**config.mk**
```make
export PLATFORM = sky130hd
export DESIGN_NAME = ibex_lsu_resp_stage_flat
export DESIGN_NICKNAME = d
export VERILOG_FILES = /design/src/rtl/ibex_lsu_resp_stage_pkg.sv /design/src/rtl/ibex_lsu_resp_stage_if.sv /design/src/rtl/ibex_lsu_resp_fifo.sv /design/src/rtl/ibex_lsu_resp_stage.sv /design/src/flat_wrapper.sv
export SDC_FILE = /design/constraint.sdc
export NUM_CORES = 1
export LEC_CHECK = 0
export CAP_MARGIN = 15
export CORE_MARGIN = 2
export CORE_UTILIZATION = 51
export CTS_CLUSTER_SIZE = 8
export DETAILED_ROUTE_END_ITERATION = 10
export PLACE_DENSITY_LB_ADDON = 0.25
export SYNTH_ARGS = -nofsm -noshare
export SYNTH_HDL_FRONTEND = slang
export SYNTH_HIERARCHICAL = 1
export SYNTH_SLANG_ARGS = --single-unit
```
**constraint.sdc**
```tcl
create_clock -name clk_i -period 4.4 [get_ports clk_i]
set_clock_uncertainty 0.05 [all_clocks]
set_input_delay 1.32 -clock clk_i [delete_from_list [all_inputs] [get_ports clk_i]]
set_output_delay 1.32 -clock clk_i [all_outputs]
set_load 0.02 [all_outputs]
```
**src/rtl/ibex_lsu_resp_stage_pkg.sv**
```systemverilog
// Shared types for the LSU response stage: the per-request descriptor and the
// split-merge FSM state encoding.
package ibex_lsu_resp_stage_pkg;

  typedef struct packed {
    logic       we;
    logic [1:0] size;
    logic       sign_ext;
    logic [1:0] offset;
    logic       split;
  } lsu_resp_desc_t;

  typedef enum logic {
    LSU_RESP_IDLE,
    LSU_RESP_WAIT_2ND
  } lsu_resp_state_e;

  localparam logic [1:0] LSU_SIZE_BYTE = 2'b00;
  localparam logic [1:0] LSU_SIZE_HALF = 2'b01;
  localparam logic [1:0] LSU_SIZE_WORD = 2'b10;

endpackage

```
**src/rtl/ibex_lsu_resp_stage_if.sv**
```systemverilog
// Request-grant and data-bus response bundle feeding the LSU response stage.
// master = LSU/bus side driving requests and responses, slave = response stage.
interface ibex_lsu_resp_stage_if;
  logic        req_push;
  logic        req_we;
  logic [1:0]  req_size;
  logic        req_sign_ext;
  logic [1:0]  req_offset;
  logic        req_split;
  logic        req_full;
  logic        data_rvalid;
  logic [31:0] data_rdata;
  logic        data_err;

  modport master (
    output req_push, req_we, req_size, req_sign_ext, req_offset, req_split,
    output data_rvalid, data_rdata, data_err,
    input  req_full
  );

  modport slave (
    input  req_push, req_we, req_size, req_sign_ext, req_offset, req_split,
    input  data_rvalid, data_rdata, data_err,
    output req_full
  );
endinterface

```
**src/rtl/ibex_lsu_resp_fifo.sv**
```systemverilog
// In-order descriptor queue; a separate count distinguishes full from empty
// since the wrapping pointers alone cannot.
module ibex_lsu_resp_fifo
  import ibex_lsu_resp_stage_pkg::*;
#(
  parameter int unsigned Depth    = 2,
  parameter bit          ResetAll = 1'b0,
  localparam int unsigned PtrW    = $clog2(Depth),
  localparam int unsigned CntW    = $clog2(Depth) + 1
) (
  input  logic           clk_i,
  input  logic           rst_ni,
  input  logic           push_i,
  input  lsu_resp_desc_t wdata_i,
  input  logic           pop_i,
  output lsu_resp_desc_t rdata_o,
  output logic           full_o,
  output logic           empty_o,
  output logic [CntW-1:0] count_o
);

  logic [PtrW-1:0] wptr_q, rptr_q;
  logic [CntW-1:0] count_q;
  lsu_resp_desc_t  mem_q [Depth];
  logic            push_ok, pop_ok;

  assign full_o  = (count_q == CntW'(Depth));
  assign empty_o = (count_q == '0);
  assign push_ok = push_i & ~full_o;
  assign pop_ok  = pop_i & ~empty_o;
  assign rdata_o = mem_q[rptr_q];
  assign count_o = count_q;

  always_ff @(posedge clk_i or negedge rst_ni) begin
    if (!rst_ni) begin
      wptr_q  <= '0;
      rptr_q  <= '0;
      count_q <= '0;
    end else begin
      if (push_ok) wptr_q <= wptr_q + PtrW'(1);
      if (pop_ok)  rptr_q <= rptr_q + PtrW'(1);
      count_q <= count_q + CntW'(push_ok) - CntW'(pop_ok);
    end
  end

  if (ResetAll) begin : g_mem_rst
    always_ff @(posedge clk_i or negedge rst_ni) begin
      if (!rst_ni) begin
        for (int i = 0; i < Depth; i++) mem_q[i] <= '0;
      end else if (push_ok) begin
        mem_q[wptr_q] <= wdata_i;
      end
    end
  end else begin : g_mem_norst
    always_ff @(posedge clk_i) begin
      if (push_ok) mem_q[wptr_q] <= wdata_i;
    end
  end

endmodule

```
**src/rtl/ibex_lsu_resp_stage.sv**
```systemverilog
// LSU response stage: pops descriptors on bus responses, merges split halves,
// aligns/extends load data. Define IBEX_LSU_RESP_REG_EN to register completion outputs.
module ibex_lsu_resp_stage
  import ibex_lsu_resp_stage_pkg::*;
#(
  parameter int unsigned NumOutstanding = 2,
  parameter bit          ResetAll       = 1'b0
) (
  input  logic                              clk_i,
  input  logic                              rst_ni,
  ibex_lsu_resp_stage_if.slave              bus,
  output logic                              rf_we_lsu_o,
  output logic [31:0]                       rf_wdata_lsu_o,
  output logic                              lsu_resp_valid_o,
  output logic                              lsu_resp_err_o,
  output logic [$clog2(NumOutstanding):0]   outstanding_o,
  output logic                              spurious_resp_o
);

  function automatic logic [31:0] align_load(lsu_resp_desc_t d, logic [31:0] hold,
                                             logic [31:0] rdata);
    logic [63:0]        win;
    logic [31:0]        sh;
    logic signed [31:0] ext;
    win = d.split ? {rdata, hold} : {32'h0, rdata};
    sh  = 32'(win >> {d.offset, 3'b000});
    unique case (d.size)
      LSU_SIZE_BYTE: ext = d.sign_ext ? 32'($signed(sh[7:0]))  : 32'(sh[7:0]);
      LSU_SIZE_HALF: ext = d.sign_ext ? 32'($signed(sh[15:0])) : 32'(sh[15:0]);
      default:       ext = sh;
    endcase
    return ext;
  endfunction

  lsu_resp_desc_t  head, push_desc;
  lsu_resp_state_e state_q;
  logic            empty, full;
  logic            rsp_fire, first_half, vld_p0, err_p0, we_p0;
  logic [31:0]     wdata_p0, hold_rdata_q;
  logic            hold_err_q;

  assign push_desc = '{we: bus.req_we, size: bus.req_size, sign_ext: bus.req_sign_ext,
                       offset: bus.req_offset, split: bus.req_split};

  ibex_lsu_resp_fifo #(
    .Depth   (NumOutstanding),
    .ResetAll(ResetAll)
  ) u_fifo (
    .clk_i  (clk_i),
    .rst_ni (rst_ni),
    .push_i (bus.req_push),
    .wdata_i(push_desc),
    .pop_i  (vld_p0),
    .rdata_o(head),
    .full_o (full),
    .empty_o(empty),
    .count_o(outstanding_o)
  );

  assign bus.req_full    = full;
  assign spurious_resp_o = bus.data_rvalid & empty;
  assign rsp_fire        = bus.data_rvalid & ~empty;
  assign first_half      = rsp_fire & (state_q == LSU_RESP_IDLE) & head.split;

  // Stage p0: completion decode in the response cycle
  assign vld_p0   = rsp_fire & ~first_half;
  assign err_p0   = vld_p0 & (bus.data_err | (head.split & hold_err_q));
  assign we_p0    = vld_p0 & ~head.we & ~err_p0;
  assign wdata_p0 = we_p0 ? align_load(head, hold_rdata_q, bus.data_rdata) : 32'h0;

  always_ff @(posedge clk_i or negedge rst_ni) begin
    if (!rst_ni) begin
      state_q <= LSU_RESP_IDLE;
    end else if (first_half) begin
      state_q <= LSU_RESP_WAIT_2ND;
    end else if (vld_p0) begin
      state_q <= LSU_RESP_IDLE;
    end
  end

  if (ResetAll) begin : g_hold_rst
    always_ff @(posedge clk_i or negedge rst_ni) begin
      if (!rst_ni) begin
        hold_rdata_q <= '0;
        hold_err_q   <= 1'b0;
      end else if (first_half) begin
        hold_rdata_q <= bus.data_rdata;
        hold_err_q   <= bus.data_err;
      end
    end
  end else begin : g_hold_norst
    always_ff @(posedge clk_i) begin
      if (first_half) begin
        hold_rdata_q <= bus.data_rdata;
        hold_err_q   <= bus.data_err;
      end
    end
  end

`ifdef IBEX_LSU_RESP_REG_EN
  // Stage p1: registered completion towards writeback
  logic        vld_p1, err_p1, we_p1;
  logic [31:0] wdata_p1;
  always_ff @(posedge clk_i or negedge rst_ni) begin
    if (!rst_ni) begin
      vld_p1   <= 1'b0;
      err_p1   <= 1'b0;
      we_p1    <= 1'b0;
      wdata_p1 <= '0;
    end else begin
      vld_p1   <= vld_p0;
      err_p1   <= err_p0;
      we_p1    <= we_p0;
      wdata_p1 <= wdata_p0;
    end
  end
  assign lsu_resp_valid_o = vld_p1;
  assign lsu_resp_err_o   = err_p1;
  assign rf_we_lsu_o      = we_p1;
  assign rf_wdata_lsu_o   = wdata_p1;
`else
  assign lsu_resp_valid_o = vld_p0;
  assign lsu_resp_err_o   = err_p0;
  assign rf_we_lsu_o      = we_p0;
  assign rf_wdata_lsu_o   = wdata_p0;
`endif

  push_while_full_a: assert property (@(posedge clk_i) disable iff (!rst_ni)
                                      !(bus.req_push && full));

endmodule
```
**src/flat_wrapper.sv**
```systemverilog
// flat-port wrapper written by rule: the top's interface ports become plain ports
module ibex_lsu_resp_stage_flat import ibex_lsu_resp_stage_pkg::*;
#(
  parameter int unsigned NumOutstanding = 2,
  parameter bit          ResetAll       = 1'b0
)
  (clk_i, rst_ni, rf_we_lsu_o, rf_wdata_lsu_o, lsu_resp_valid_o, lsu_resp_err_o, outstanding_o, spurious_resp_o, bus_req_push, bus_req_we, bus_req_size, bus_req_sign_ext, bus_req_offset, bus_req_split, bus_data_rvalid, bus_data_rdata, bus_data_err, bus_req_full);
  ibex_lsu_resp_stage_if bus_i ();
  input  logic clk_i;
  input  logic rst_ni;
  output logic rf_we_lsu_o;
  output logic [31:0] rf_wdata_lsu_o;
  output logic lsu_resp_valid_o;
  output logic lsu_resp_err_o;
  output logic [$clog2(NumOutstanding):0] outstanding_o;
  output logic spurious_resp_o;
  input wire logic [$bits(bus_i.req_push)-1:0] bus_req_push;
  input wire logic [$bits(bus_i.req_we)-1:0] bus_req_we;
  input wire logic [$bits(bus_i.req_size)-1:0] bus_req_size;
  input wire logic [$bits(bus_i.req_sign_ext)-1:0] bus_req_sign_ext;
  input wire logic [$bits(bus_i.req_offset)-1:0] bus_req_offset;
  input wire logic [$bits(bus_i.req_split)-1:0] bus_req_split;
  input wire logic [$bits(bus_i.data_rvalid)-1:0] bus_data_rvalid;
  input wire logic [$bits(bus_i.data_rdata)-1:0] bus_data_rdata;
  input wire logic [$bits(bus_i.data_err)-1:0] bus_data_err;
  output wire logic [$bits(bus_i.req_full)-1:0] bus_req_full;
  assign bus_i.req_push = bus_req_push;
  assign bus_i.req_we = bus_req_we;
  assign bus_i.req_size = bus_req_size;
  assign bus_i.req_sign_ext = bus_req_sign_ext;
  assign bus_i.req_offset = bus_req_offset;
  assign bus_i.req_split = bus_req_split;
  assign bus_i.data_rvalid = bus_data_rvalid;
  assign bus_i.data_rdata = bus_data_rdata;
  assign bus_i.data_err = bus_data_err;
  assign bus_req_full = bus_i.req_full;
  ibex_lsu_resp_stage #(.NumOutstanding(NumOutstanding), .ResetAll(ResetAll)) u_core (.clk_i(clk_i), .rst_ni(rst_ni), .bus(bus_i), .rf_we_lsu_o(rf_we_lsu_o), .rf_wdata_lsu_o(rf_wdata_lsu_o), .lsu_resp_valid_o(lsu_resp_valid_o), .lsu_resp_err_o(lsu_resp_err_o), .outstanding_o(outstanding_o), .spurious_resp_o(spurious_resp_o));
endmodule
```
After elaboration in Yosys (flattened, before gate mapping). Memory sizes are Yosys's and may differ from the RTL's. Index checks and enable logic that the tools add are counted.

Register bits: 38. Latch bits: 0. Bits in writable memories: 14. ROM bits: 0. Output and inout bits: 39. Word-level logic and storage cells: 44. Memories kept: 1.

Add/sub/neg operators: 4. Multipliers: 0. Divide/modulo/power cells: 0. Order comparisons: 0. Eq/ne operators: 2. Shifts and indexed selects: 1. Muxes and demuxes: 9. Bitwise operators: 18. Reduce and logical (&&, ||, !) cells: 3.

Memory list: u_core.u_fifo.mem_q (words 2, width 7, read ports 1, clocked after Yosys merged registers in 0, wr ports 1, RTL line ibex_lsu_resp_fifo.sv:24) `lsu_resp_desc_t mem_q [Depth];`.

Operators by type and width (count): 32-bit 2-to-1 mux (3); 64-bit 2-to-1 mux (1); 32-bit one-hot mux with 2 select lines (1); 64-bit by 5-bit right shift with 32-bit output (1); 1-bit bitwise AND (11); 1-bit NOT (6); 2-bit zero test (2); 1-bit 2-to-1 mux (4); 1-bit adder (second input constant) (2); 2-bit by 1-bit adder with 2-bit output (1); 2-bit by 1-bit == test with 1-bit output (second input constant) (1); 2-bit == test (second input constant) (1); 2-bit nonzero test (1); 2-bit by 1-bit subtractor with 2-bit output (1); 1-bit OR (1).

Depth between registers and ports, before layout.
Word-level depth: 11. Depth in mapped cells: 11.

Modules after synthesis. Netlist, hierarchy kept.

Modules (own cells, without submodules): ibex_lsu_resp_stage (times used 1, cells an instance 257, area an instance 2783.9 µm², sequential area each 1016.0 µm²); ibex_lsu_resp_fifo (times used 1, cells an instance 40, area an instance 704.4 µm², sequential area each 520.5 µm²).

Least setup slack after synthesis. OpenSTA, ideal clock, no wires.

Path kind: input to register. Start: in bus_data_rvalid. End: reg u_core.hold_err_q, enable pin. Setup time: 467 ps. Arrival: 3780 ps. Required time: 3883 ps. Slack: 103 ps. Stages on the path: 2. Path buffers: 0. Path through: nand2b_1 -> nor3_1.

Longest elaborated chain between the ends: 3.

RTL lines: from (decl) (RTL line flat_wrapper.sv:23) `input wire logic [$bits(bus_i.data_rvalid)-1:0] bus_data_rvalid;`; 1-bit bitwise AND (RTL line ibex_lsu_resp_stage.sv:62) `assign rsp_fire = bus.data_rvalid & ~empty;`; 1-bit bitwise AND (2 in series) (RTL line ibex_lsu_resp_stage.sv:63) `assign first_half = rsp_fire & (state_q == LSU_RESP_IDLE) & head.split;`; via u_core.first_half (RTL line ibex_lsu_resp_stage.sv:38) `logic rsp_fire, first_half, vld_p0, err_p0, we_p0;`; to (signal assigned) (RTL line ibex_lsu_resp_stage.sv:95) `hold_err_q <= bus.data_err;`; to (decl) (RTL line ibex_lsu_resp_stage.sv:40) `logic hold_err_q;`.

The timed path passes the listed nets, and every way through them passes these cells. A chain may end at the register's enable or synchronous reset.

Worst setup path in the final report.
Start: in bus_data_rdata[15]. End: out rf_wdata_lsu_o[23].

Longest elaborated chain between the ends: 5. Elaborated cells between the ends (all ways): 6. Classes of those cells: 1 x shift; 5 x mux.

RTL lines: from (decl) (RTL line flat_wrapper.sv:24) `input wire logic [$bits(bus_i.data_rdata)-1:0] bus_data_rdata;`; 64-bit 2-to-1 mux (*) (RTL line ibex_lsu_resp_stage.sv:25) `win = d.split ? {rdata, hold} : {32'h0, rdata};`; 64-bit by 5-bit right shift with 32-bit output (*) (RTL line ibex_lsu_resp_stage.sv:26) `sh = 32'(win >> {d.offset, 3'b000});`; 32-bit 2-to-1 mux, on equally long branches (RTL line ibex_lsu_resp_stage.sv:29, ibex_lsu_resp_stage.sv:28); 32-bit one-hot mux with 2 select lines (*) (RTL line ibex_lsu_resp_stage.sv:27) `unique case (d.size)`; 32-bit 2-to-1 mux (*) (RTL line ibex_lsu_resp_stage.sv:69) `assign wdata_p0 = we_p0 ? align_load(head, hold_rdata_q, bus.data_rdata) : 32'h0;`; to (decl) (RTL line flat_wrapper.sv:12) `output logic [31:0] rf_wdata_lsu_o;`.

Mark *: on every way between the ends. The rest lies on a longest branch, timed or not.

==> summary.md <==
| Metric | Value |
|---|---|
| Result of the run | finished clean |
| Crit Path Category | in2out |
| Synth cell types | 43 |
| Main area contributors after synthesis | edfxtp_1 40%, mux2i_1 11%, mux4_2 11% |
| Final nets | 467 |
| Max frequency | roughly 230 MHz |
| Synth Warn # | 6 |
| Total routing usage reported by global routing | 25.9% |
| Overall die area | roughly 7500 µm² |
| Cell area after synthesis | between 3000 and 4000 µm² |
| Portion of synthesized cell area occupied by the leading cell type | 40.5% |
| Post-route total power | 2760 µW |
| Num rows | 30 |
| Final Routed Wirelength | 9970 µm |
| 1st-iter DRT viols | roughly 200 |
| Crit Path Max Fanout | 8 |
| Layout overhead on the synthesized area | 43.0% |
| Total negative setup slack | 0 ns |
| Overflow left after global routing | 0 |
| Worst EP arrival | ~3 ns |
| Setup repair after global routing missed its margin | false |
| Post-Route Utilization | about 74% |
| Wire length per cell | between 15 and 20 µm |
| Classification of the worst-slack hold path | reg2reg |
| Critical path launch point | bus_data_rdata[15] |
| Number of instances in the placed design | 492 |
| Synthesized area per cell | about 12 µm² |
| Clock Sink Count | 52 |
| Initial Util | between 50% and 60% |
| Cell taking the most area after synthesis | edfxtp_1 |
| Vias in the first global route | around 3,000 |
| Worst reg2reg path endpoint | u_core/u_fifo/count_o[1] |
| Cell Area, Placed | about 4700 µm² |
| Die Y | roughly 87 µm |
| Wire length of the first global-routing pass | 15,100 µm |
| Overall via count from detail_route | 3,072 |
| Tcrit/Tclk final | 99.0% |
| Setup crit end kind | output port |
| Launch point of the worst hold path | u_core/u_fifo/wptr_q |
| Post-synthesis instance total | a little under 300 |
| Worst-case clock buffer depth | 2 |
| Fraction of layout instances using a drive strength above 1 | around a third |
| Maximum resistive drop on vdd | 0.000362 V |
| Max-capacitance violation count | 0 |
| Worst setup path endpoint | rf_wdata_lsu_o[23] |
| Least-Margin Pin Slew | roughly 0.70 ns |
| Main flop type after synthesis | edfxtp_1 |
| Core area | roughly 6700 µm² |
| Commonest cells after routing, fill and taps aside | 65 x buf_4, 47 x edfxtp_1, 43 x clkdlybuf4s50_1 |
| Sequential area share after synthesis | approximately 44% |
| Total nets after synthesis | around 340 |
| Async set or reset register ratio after synthesis | approximately a tenth |
| Inserted Clock Buffers | 5 |
| Pleak | 0.00201 µW |
| Power per cell area | roughly 550 nW/µm² |
| Number of antenna violations at the first check in global routing | 0 |
| Count of boundary I/O pins | 83 |
| Start of the worst register-to-register path | u_core/u_fifo/rptr_q |
| Final standard cell count with taps included and fillers excluded | 502 |
| Post-route antenna net violation count | 0 |
| Remaining DRCs | 0 |
| Pins Over Slew Limit | 0 |
| Worst skew pair latency | 0.31 ns |
| Critical path required time | a little over 3 ns |
| Fin. Hold Viols | 0 |
| Pin count of the biggest net entering global routing | 36 |
| Number of enable flip-flop cells after synthesis | 47 |
| Clock-pin slew of the registers on the worst-case setup and hold paths | 0.09 ns |
| Type of origin of the critical path | primary input |
| Register-to-register setup slack | roughly 1.9 ns |
| Last weighted congestion value of the routability-driven placer | ~0.84 |
| Clock tree from TritonCTS | done |
| Final design area excluding fillers | roughly 5000 µm² |
| Leading cell type in the layout, fill and taps excluded | buf_4 |
| DR vias/cell | ~6.1 |
| Count of H-tree levels built during CTS | 2 |
| Port Buf Inserts | 82 |
| Synth Register Bits | 52 |
| Total half-perimeter wirelength after legalization and detailed placement | around 6900 µm |
| Final setup viols | 0 |
| Slew HR | a little over half |
| First drt pass iteration count | 4 |
| DIE WIDTH | between 80 and 90 µm |
| Library cell used as clock root buffer | clkbuf_8 |
| Final antenna diode count | 0 |
| Cells on worst reg2reg path | 9 |
| Minimum period implied by the final worst setup slack | 4.36 ns |
## cells by family after synthesis
family                   count (synthesis)  synth area share, %
flip-flops                              52                 44.0
AND/OR/NAND/NOR                         69                 10.4
multiplexers                            67                 25.7
buffers and inverters                   30                 5.27
XOR/XNOR                                 4                 1.00
AO/OA/AOI/OAI                           73                 12.9
adder cells (fa/ha/maj)                  2                0.717
## worst max-delay path: stages
cell and delay, ns:
dlygate4sd2_1 0.26, mux2_1 0.29, mux4_2 0.51, nand3_4 0.15
clkbuf_16 0.19, a31oi_4 0.09, buf_4 0.17
## state kept, by name, indices dropped and copies added (netlist names)
signal	count
u_core/u_fifo/mem_q	14
u_core/u_fifo/count_o	2
u_core/state_q	1
u_core/u_fifo/rptr_q	1
u_core/hold_err_q	1
u_core/u_fifo/wptr_q	1
u_core/hold_rdata_q	32
## routing by layer
layer  share of wire [%]  vias to the layer above  GRT usage [%]
li1                    -                     1401              -
met1                  41                     1505           35.6
met2                  50                      147           42.9
met3                 7.3                       19           4.10
met4                 2.0                        0           6.82
met5                   0                        -              0
## final cells by class
cell class | instances | area [µm²]
clock buffers | 5 | 68.8
clock inverters | 3 | 42.5
fillers | 450 | 1730
inverters | 5 | 23.8
multi-input cells | 215 | 1950
flip-flops and latches | 52 | 1540
well taps | 80 | 100
repair buffers | 142 | 1270
## power by group
part	leakage, µW	internal (µW)	switching, µW
Combinational	0.00146	782	913
Clock	0.0000558	169	161
Sequential	0.000493	671	61.3
Total	0.00201	1620	1130
## worst min-delay path by stage
stage	to	slack, ns	cells past startpoint
after floorplan	u_core/u_fifo/wptr_q	0.41	1
after global placement	u_core/u_fifo/wptr_q	0.43	1
after detailed placement	u_core/u_fifo/wptr_q	0.44	1
after CTS	u_core/u_fifo/wptr_q	0.46	1
after global routing	u_core/u_fifo/wptr_q	0.47	1
final	u_core/u_fifo/wptr_q	0.46	1
## through the flow
step                setup WS (ns)  hold slack [ns]
global route               0.0152            0.474
detailed placement         -0.559            0.438
CTS                       -0.0303            0.456
finish                     0.0419            0.459
global placement           -0.527            0.426
floorplan                   0.103            0.410
## synthesized netlist by cell type, types with 8 or more instances
master and number:
mux2_2 8, clkbuf_1 8, nor2_1 13, o21a_1 8, mux4_2 17, edfxtp_1 47
mux2i_1 39, o21ai_0 14, a21oi_1 23, a31oi_1 15, nand2b_1 9, nand2_1 23
## what timing repair did
action / CTS / global route
pin swaps: 1 / 3
gates resized for setup: 152 / 27
setup buffers: 1 / 0
hold buffers: 0 / 0
hold endpoints to repair: 0 / 0
endpoints found under the setup margin: 33 / 27
gates cloned: 0 / 1
(Power assumes the default switching activity.)
